[src/rtl/motoro3_commutator.sv]
// Six-step commutation sequencer for a 3-phase bridge. Every step change and every start-up
// begins with a dead-time window in which all phases are off.
module motoro3_commutator #(
  parameter int unsigned DEAD_CYCLES = 20,
  parameter int unsigned CW          = 8
) (
  input  logic       clk,
  input  logic       nRst,
  input  logic       run,
  input  logic       dir,
  input  logic       stepReq,
  input  logic       pwm,
  output logic [2:0] mosEnable,
  output logic [2:0] h1_L0,
  output logic [2:0] step,
  output logic       busy
);

  typedef enum logic [1:0] {StIdle, StDead, StDrive} state_e;

  localparam logic [CW-1:0] Reload = CW'(DEAD_CYCLES - 1);

  state_e        stateQ, stateD;
  logic [2:0]    stepQ, stepD;
  logic [CW-1:0] cntQ, cntD;
  logic          pendQ, pendD;
  logic [2:0]    enQ, enD, selQ, selD;
  logic          busyQ, busyD;

  // Out-of-range steps recover to 0 on the next advance.
  function automatic logic [2:0] nextStep(input logic [2:0] s, input logic d);
    if (s > 3'd5) return 3'd0;
    if (d) return (s == 3'd5) ? 3'd0 : s + 3'd1;
    return (s == 3'd0) ? 3'd5 : s - 3'd1;
  endfunction

  always_comb begin
    stateD = stateQ;
    stepD  = stepQ;
    cntD   = cntQ;
    pendD  = pendQ;
    if (!run) begin
      stateD = StIdle;
      pendD  = 1'b0;
    end else begin
      unique case (stateQ)
        StIdle: begin
          stateD = StDead;
          cntD   = Reload;
        end
        StDead: begin
          if (cntQ == '0) begin
            // A request landing on the final dead cycle counts as pending.
            if (pendQ || stepReq) begin
              stepD = nextStep(stepQ, dir);
              pendD = 1'b0;
              cntD  = Reload;
            end else begin
              stateD = StDrive;
            end
          end else begin
            cntD  = cntQ - CW'(1);
            pendD = pendQ | stepReq;
          end
        end
        StDrive: begin
          if (stepReq) begin
            stepD  = nextStep(stepQ, dir);
            stateD = StDead;
            cntD   = Reload;
          end
        end
        default: stateD = StIdle;
      endcase
    end
  end

  // Outputs decode from next state so they are registered with no extra latency.
  always_comb begin
    enD   = 3'b000;
    selD  = 3'b000;
    busyD = (stateD == StDead);
    if (stateD == StDrive) begin
      case (stepD)
        3'd0: begin enD = 3'b011; selD = {2'b00, pwm};       end
        3'd1: begin enD = 3'b101; selD = {2'b00, pwm};       end
        3'd2: begin enD = 3'b110; selD = {1'b0, pwm, 1'b0};  end
        3'd3: begin enD = 3'b011; selD = {1'b0, pwm, 1'b0};  end
        3'd4: begin enD = 3'b101; selD = {pwm, 2'b00};       end
        3'd5: begin enD = 3'b110; selD = {pwm, 2'b00};       end
        default: ;
      endcase
    end
  end

  always_ff @(posedge clk or negedge nRst) begin
    if (!nRst) begin
      stateQ <= StIdle;
      stepQ  <= 3'd0;
      cntQ   <= '0;
      pendQ  <= 1'b0;
      enQ    <= 3'b000;
      selQ   <= 3'b000;
      busyQ  <= 1'b0;
    end else begin
      stateQ <= stateD;
      stepQ  <= stepD;
      cntQ   <= cntD;
      pendQ  <= pendD;
      enQ    <= enD;
      selQ   <= selD;
      busyQ  <= busyD;
    end
  end

  assign mosEnable = enQ;
  assign h1_L0     = selQ;
  assign step      = stepQ;
  assign busy      = busyQ;

endmodule

[config.mk]
export PLATFORM = sky130hd
export DESIGN_NAME = motoro3_commutator
export DESIGN_NICKNAME = d
export VERILOG_FILES = /design/src/rtl/motoro3_commutator.sv
export SDC_FILE = /design/constraint.sdc
export NUM_CORES = 1
export LEC_CHECK = 0
export ABC_AREA = 1
export CORE_ASPECT_RATIO = 1.75
export CORE_MARGIN = 2
export CORE_UTILIZATION = 50
export DETAILED_ROUTE_END_ITERATION = 6
export PLACE_DENSITY_LB_ADDON = 0.25
export SLEW_MARGIN = 10
export SYNTH_ARGS = -nofsm -noshare
export SYNTH_HDL_FRONTEND = slang
export SYNTH_SLANG_ARGS = --single-unit
[constraint.sdc]
create_clock -name clk -period 4.21 [get_ports clk]
set_clock_uncertainty 0.05 [all_clocks]
set_input_delay 0.6315 -clock clk [delete_from_list [all_inputs] [get_ports clk]]
set_output_delay 0.6315 -clock clk [all_outputs]
set_load 0.02 [all_outputs]
After elaboration in Yosys (flattened, before gate mapping):

Cells that the tools add are included.

* add/subtract/negate cells: 3
* order comparisons: 1
* equal/unequal tests: 14
* muxes and demuxes: 48
* bitwise gates (word level): 1
* reductions and logical operators: 14

Operator list (count)
* 2-to-1 mux 3 bit: 14
* 2-to-1 mux 8 bit: 3
* one-hot mux 8 bit (3 select lines): 1
* 2-to-1 mux 1 bit: 22
* one-hot mux 3 bit (3 select lines): 2
* OR reduction 2 bit: 6
* equality test 3 bit (second input constant): 3
* zero test 8 bit: 1
* 2-to-1 mux 2 bit: 4
* subtractor 8 x 1 -> 8 bit (second input constant): 1
* equality test 3 x 2 -> 1 bit (second input constant): 2
* zero test 3 bit: 2
* one-hot mux 2 bit (3 select lines): 1
* one-hot mux 3 bit (2 select lines): 1
* equality test 2 x 1 -> 1 bit (second input constant): 2
* equality test 2 bit (second input constant): 2
* AND reduction 4 bit: 1
* adder 3 x 1 -> 3 bit (second input constant): 1
* equality test 3 x 1 -> 1 bit (second input constant): 1
* > comparator 3 bit (second input constant): 1
* inequality test 3 x 2 -> 1 bit (second input constant): 1
* inequality test 3 bit (second input constant): 1
* nonzero test 3 bit: 1
* subtractor 3 x 1 -> 3 bit (second input constant): 1
* 6 further kinds: 6

* register bits: 21
* bits of input ports: 6
* output and inout bits: 10
* word-level logic and storage cells: 88

Logic depth before layout (Yosys ltp):

* depth in word-level cells: 21
* gate-level depth with buffers: 14
* gate-level depth less buffers: 14

Worst setup path before layout:

Ideal clock, no wire load.

* path kind: input-to-reg
* start: input port stepReq
* end: register enQ[1] (netlist: mosEnable[1])
* setup time: 0.118 ns
* data arrival time: 1.460 ns
* data required time: 4.042 ns
* setup slack: 2.582 ns
* stages: 12
* path buffers: 0
* cell sequence: nor2_2 -> inv_1 -> nand3_1 -> nand2_1 -> nand2_1 -> nand2_1 -> nand2_2 -> inv_2 -> nand2_2 -> nand2_1 -> nand2_1 -> nor2_2

* longest elaborated chain between the ends: 9
* elaborated cells between the ends (all ways): 23
* those cells by class: eq/ne (6); mux (12); reduce/logical (5)

Ends and longest elaborated chain
* from (decl): line 11 `input logic stepReq,`
* logical OR 1 bit: line 54 `if (pendQ || stepReq) begin`
* 2-to-1 mux 3 bit: line 54
* 2-to-1 mux 3 bit: line 52 `if (cntQ == '0) begin`
* one-hot mux 3 bit (2 select lines) (*): line 46 `unique case (stateQ)`
* 2-to-1 mux 3 bit (*): line 42 `if (!run) begin`
* via stepD[1]: line 24 `logic [2:0] stepQ, stepD;`
* equality test 3 bit (tied with other cells): line 84 `case (stepD)`
* OR reduction 2 bit (no line)
* one-hot mux 3 bit (3 select lines) (*): line 84
* 2-to-1 mux 3 bit (*): line 83 `if (stateD == StDrive) begin`
* via enD[1]: line 27 `logic [2:0] enQ, enD, selQ, selD;`
* to (signal assigned): line 110 `enQ <= enD;`
* to (decl): line 27

Mark *: on every way through the listed nets, which the timed path passes. The rest lies on a longest branch.
A chain may end at the register's enable or synchronous reset.

Worst setup path after layout:

Ends and elaborated chain as after synthesis.

==> impl_metrics.env <==
export IMPL_status="finished, final reports clean"
export IMPL_grt_pass1_vias=1175
export IMPL_antenna_found_initial=0
export IMPL_layout_common_cells="nand2_1, inv_1, nor2_1, dfrtp_1, clkdlybuf4s50_1"
export IMPL_worst_path_most_repeated_cell="nand2_1"
export IMPL_design_die_area_um2=3030
export IMPL_portBuffers=15
export IMPL_cts_tree="yes"
export IMPL_cts_buffers=3
export IMPL_path_cells="clkdlybuf4s50_1 -> nor2_2 -> inv_1 -> nand3_1 -> nand2_1 -> nand2_1 -> nand2_1 -> nand2_2 -> inv_2 -> nand2_2 -> nand2_1 -> nand2_1 -> nor2_2"
export IMPL_synth_xor_area_share_pct=0
export IMPL_worst_ir_drop_vdd_uv=155
export IMPL_cap_violations=0
export IMPL_relSlewSlack_pct=36.4
export IMPL_synthToLayoutAreaGrowth_pct=17.7
export IMPL_drcViolationCount=0
export IMPL_synth_area_per_cell_um2=7.79
export IMPL_cts_root_buffer="clkbuf_8"
export IMPL_clk_latency_ps=260
export IMPL_cts_sinks=21
export IMPL_worst_r2r_setup_slack_ps=2410
export IMPL_critPathArrivalTime_ps=2150
export IMPL_finalMaxSlewViolations=0
export IMPL_clk_pin_slew_worst_paths_ps=80
export IMPL_synth_simple_area_share_pct=37.7
export IMPL_drt_initial_drc_count=23
export IMPL_fin_util_pct=61.8
export IMPL_fin_crit_sh_pct=48.4
export IMPL_gr_usage_all_layers_pct=20.0
export IMPL_yosysWarnings=0
export IMPL_ctsLongestPathBuffers=2
export IMPL_design_area_um2=1520
export IMPL_io_pins=16
export IMPL_synthCells=166
export IMPL_setup_viol=0
export IMPL_crit_type="in2reg"
export IMPL_drt_wirelength_per_cell_um=12.9
export IMPL_nets=199
export IMPL_ys_types=24
export IMPL_cts_resized=0
export IMPL_coreArea_um2=2460
export IMPL_synth_nets=179
export IMPL_dpl_cell_area_um2=1480
export IMPL_grt_pass1_wl_um=4730
export IMPL_hold_viol_final=0
export IMPL_hold_buffers=0
export IMPL_die_y_um=71.3
export IMPL_critPathSlowestCell="clkdlybuf4s50_1"
export IMPL_worst_slack_ps=2170
export IMPL_synth_adder_area_share_pct=6.77
export IMPL_crit_fanout=4
export IMPL_overflow=0
export IMPL_htree_levels=1
export IMPL_post_cts_buffers=0
export IMPL_synth_mux_area_share_pct=0
export IMPL_dieWidth_um=42.5
export IMPL_layout_drive_gt1_share_pct=14.6
export IMPL_grt_start_max_net_pins=22
export IMPL_p_leak_nw=0.753
export IMPL_clock_fmax_ghz=0.490
export IMPL_diodes=0
export IMPL_min_period_ps=2040
export IMPL_dp_slack_ps=1900
export IMPL_gp_congestion=0.870
export IMPL_crit_required_ps=4320
export IMPL_rsz0062_at_grt="false"
export IMPL_synth_top_family_by_area="simple AND/OR/NAND/NOR gates"
export IMPL_place_inst=207
export IMPL_hpwl_um=2150
export IMPL_initial_core_util_pct=52.5
export IMPL_critPathTopFamily="simple AND/OR/NAND/NOR gates"
export IMPL_p_per_area_nw_per_um2=269
export IMPL_end_kind="register"
export IMPL_synth_seq_cells=21
export IMPL_crit_buf_inv=3
export IMPL_tightest_slew_ps=952
export IMPL_finalSetupTns_ps=0
export IMPL_wl_um=2720
export IMPL_syn_area_um2=1290
export IMPL_finalNonFillerCells=211
export IMPL_hold_class="reg2reg"
export IMPL_yosysSeqAreaShare_pct=40.6
export IMPL_worstSetupStartpointType="input port"
export IMPL_final_common_cell="nand2_1"
export IMPL_cpPeakStageDelay_ps=490
export IMPL_vias=1128
export IMPL_drtAntennaViolNets=0
export IMPL_vias_per_cell=5.35
export IMPL_synth_compound_area_share_pct=7.64
export IMPL_drt_pass1_iterations=4
export IMPL_num_rows=24
cell usage after synthesis:
library cell	number	share of area [%]
nand2_1	39	11
inv_1	22	6.4
nor2_1	22	6.4
dfrtp_1	21	41
nand2_2	8	3.9
o21ai_0	8	3.1
ha_1	7	6.8
nand3_1	6	2.3
a21oi_1	4	1.5
nand3_2	4	3.1
o21ai_1	4	1.5
a31oi_1	3	1.5
inv_2	3	0.87
nor2_2	3	1.5
nor3_1	3	1.2
and3_1	1	0.48
nand3_4	1	1.4
nand3b_1	1	0.58
nand3b_4	1	1.5
nand4_1	1	0.48
nor2_4	1	0.87
nor2_8	1	1.5
nor3_2	1	0.77
or2_1	1	0.48
tightest hold or removal path, stage by stage (launching register included):
cell	delay (ps)
dfrtp_1	380
nor2_1	100
a31oi_1	40
routing by layer:
layer / global-route usage, % / part of all wire [%] / vias to the layer above
li1: - / - / 558
met1: 21.3 / 37 / 539
met2: 37.6 / 58 / 26
met3: 1.76 / 3.0 / 5
met4: 10.4 / 1.8 / 0
met5: 0 / 0 / -
sequential cells by signal, summed over array words and instances (netlist names):
| register | cells |
|---|---|
| cntQ | 8 |
| step | 3 |
| busy | 1 |
| h1_L0 | 3 |
| stateQ | 2 |
| mosEnable | 3 |
| pendQ | 1 |
power breakdown:
part	internal [mW]	switching (mW)
Sequential	0.209	0.00688
Combinational	0.0218	0.0383
Clock	0.0660	0.0678
Total	0.297	0.113
path summary, 6_finish.rpt:
check | from | end | depth (start not counted)
max | stepReq | mosEnable[1]$_DFF_PN0_ | 13
min | cntQ[1]$_DFFE_PN0P_ | cntQ[1]$_DFFE_PN0P_ | 2
max reg2reg | stateQ[0]$_DFF_PN0_ | cntQ[7]$_DFFE_PN0P_ | 11
min reg2reg | cntQ[1]$_DFFE_PN0P_ | cntQ[1]$_DFFE_PN0P_ | 2
max in group asynchronous | nRst | cntQ[4]$_DFFE_PN0P_ | 1
min in group asynchronous | nRst | pendQ$_DFFE_PN0P_ | 1
cell families (layout without fill, tap and decap cells):
| group | Yosys count | after routing |
|---|---|---|
| and+or+nand+nor | 94 | 94 |
| buffers and inverters | 25 | 44 |
| DFF | 21 | 21 |
| AOI/OAI and AO/OA | 19 | 19 |
| adders and majority gates | 7 | 7 |
area by class of cell:
type / instances / area, um^2
Clock inverter: 1 / 5.00
Fill cell: 229 / 940
Tap cell: 26 / 32.5
Multi-Input combinational cell: 120 / 674
Sequential cell: 21 / 526
Inverter: 25 / 93.8
Clock buffer: 3 / 41.3
Timing Repair Buffer: 15 / 150
stage by stage:
| step | total power [mW] | hold slack, ps |
|---|---|---|
| finish | 0.410 | 511 |
| global route | 0.426 | 537 |
| CTS | 0.414 | 517 |
| detailed placement | 0.280 | 504 |
| global placement | 0.278 | 496 |
| floorplan | 0.258 | 286 |
(Power assumes the default switching activity.)
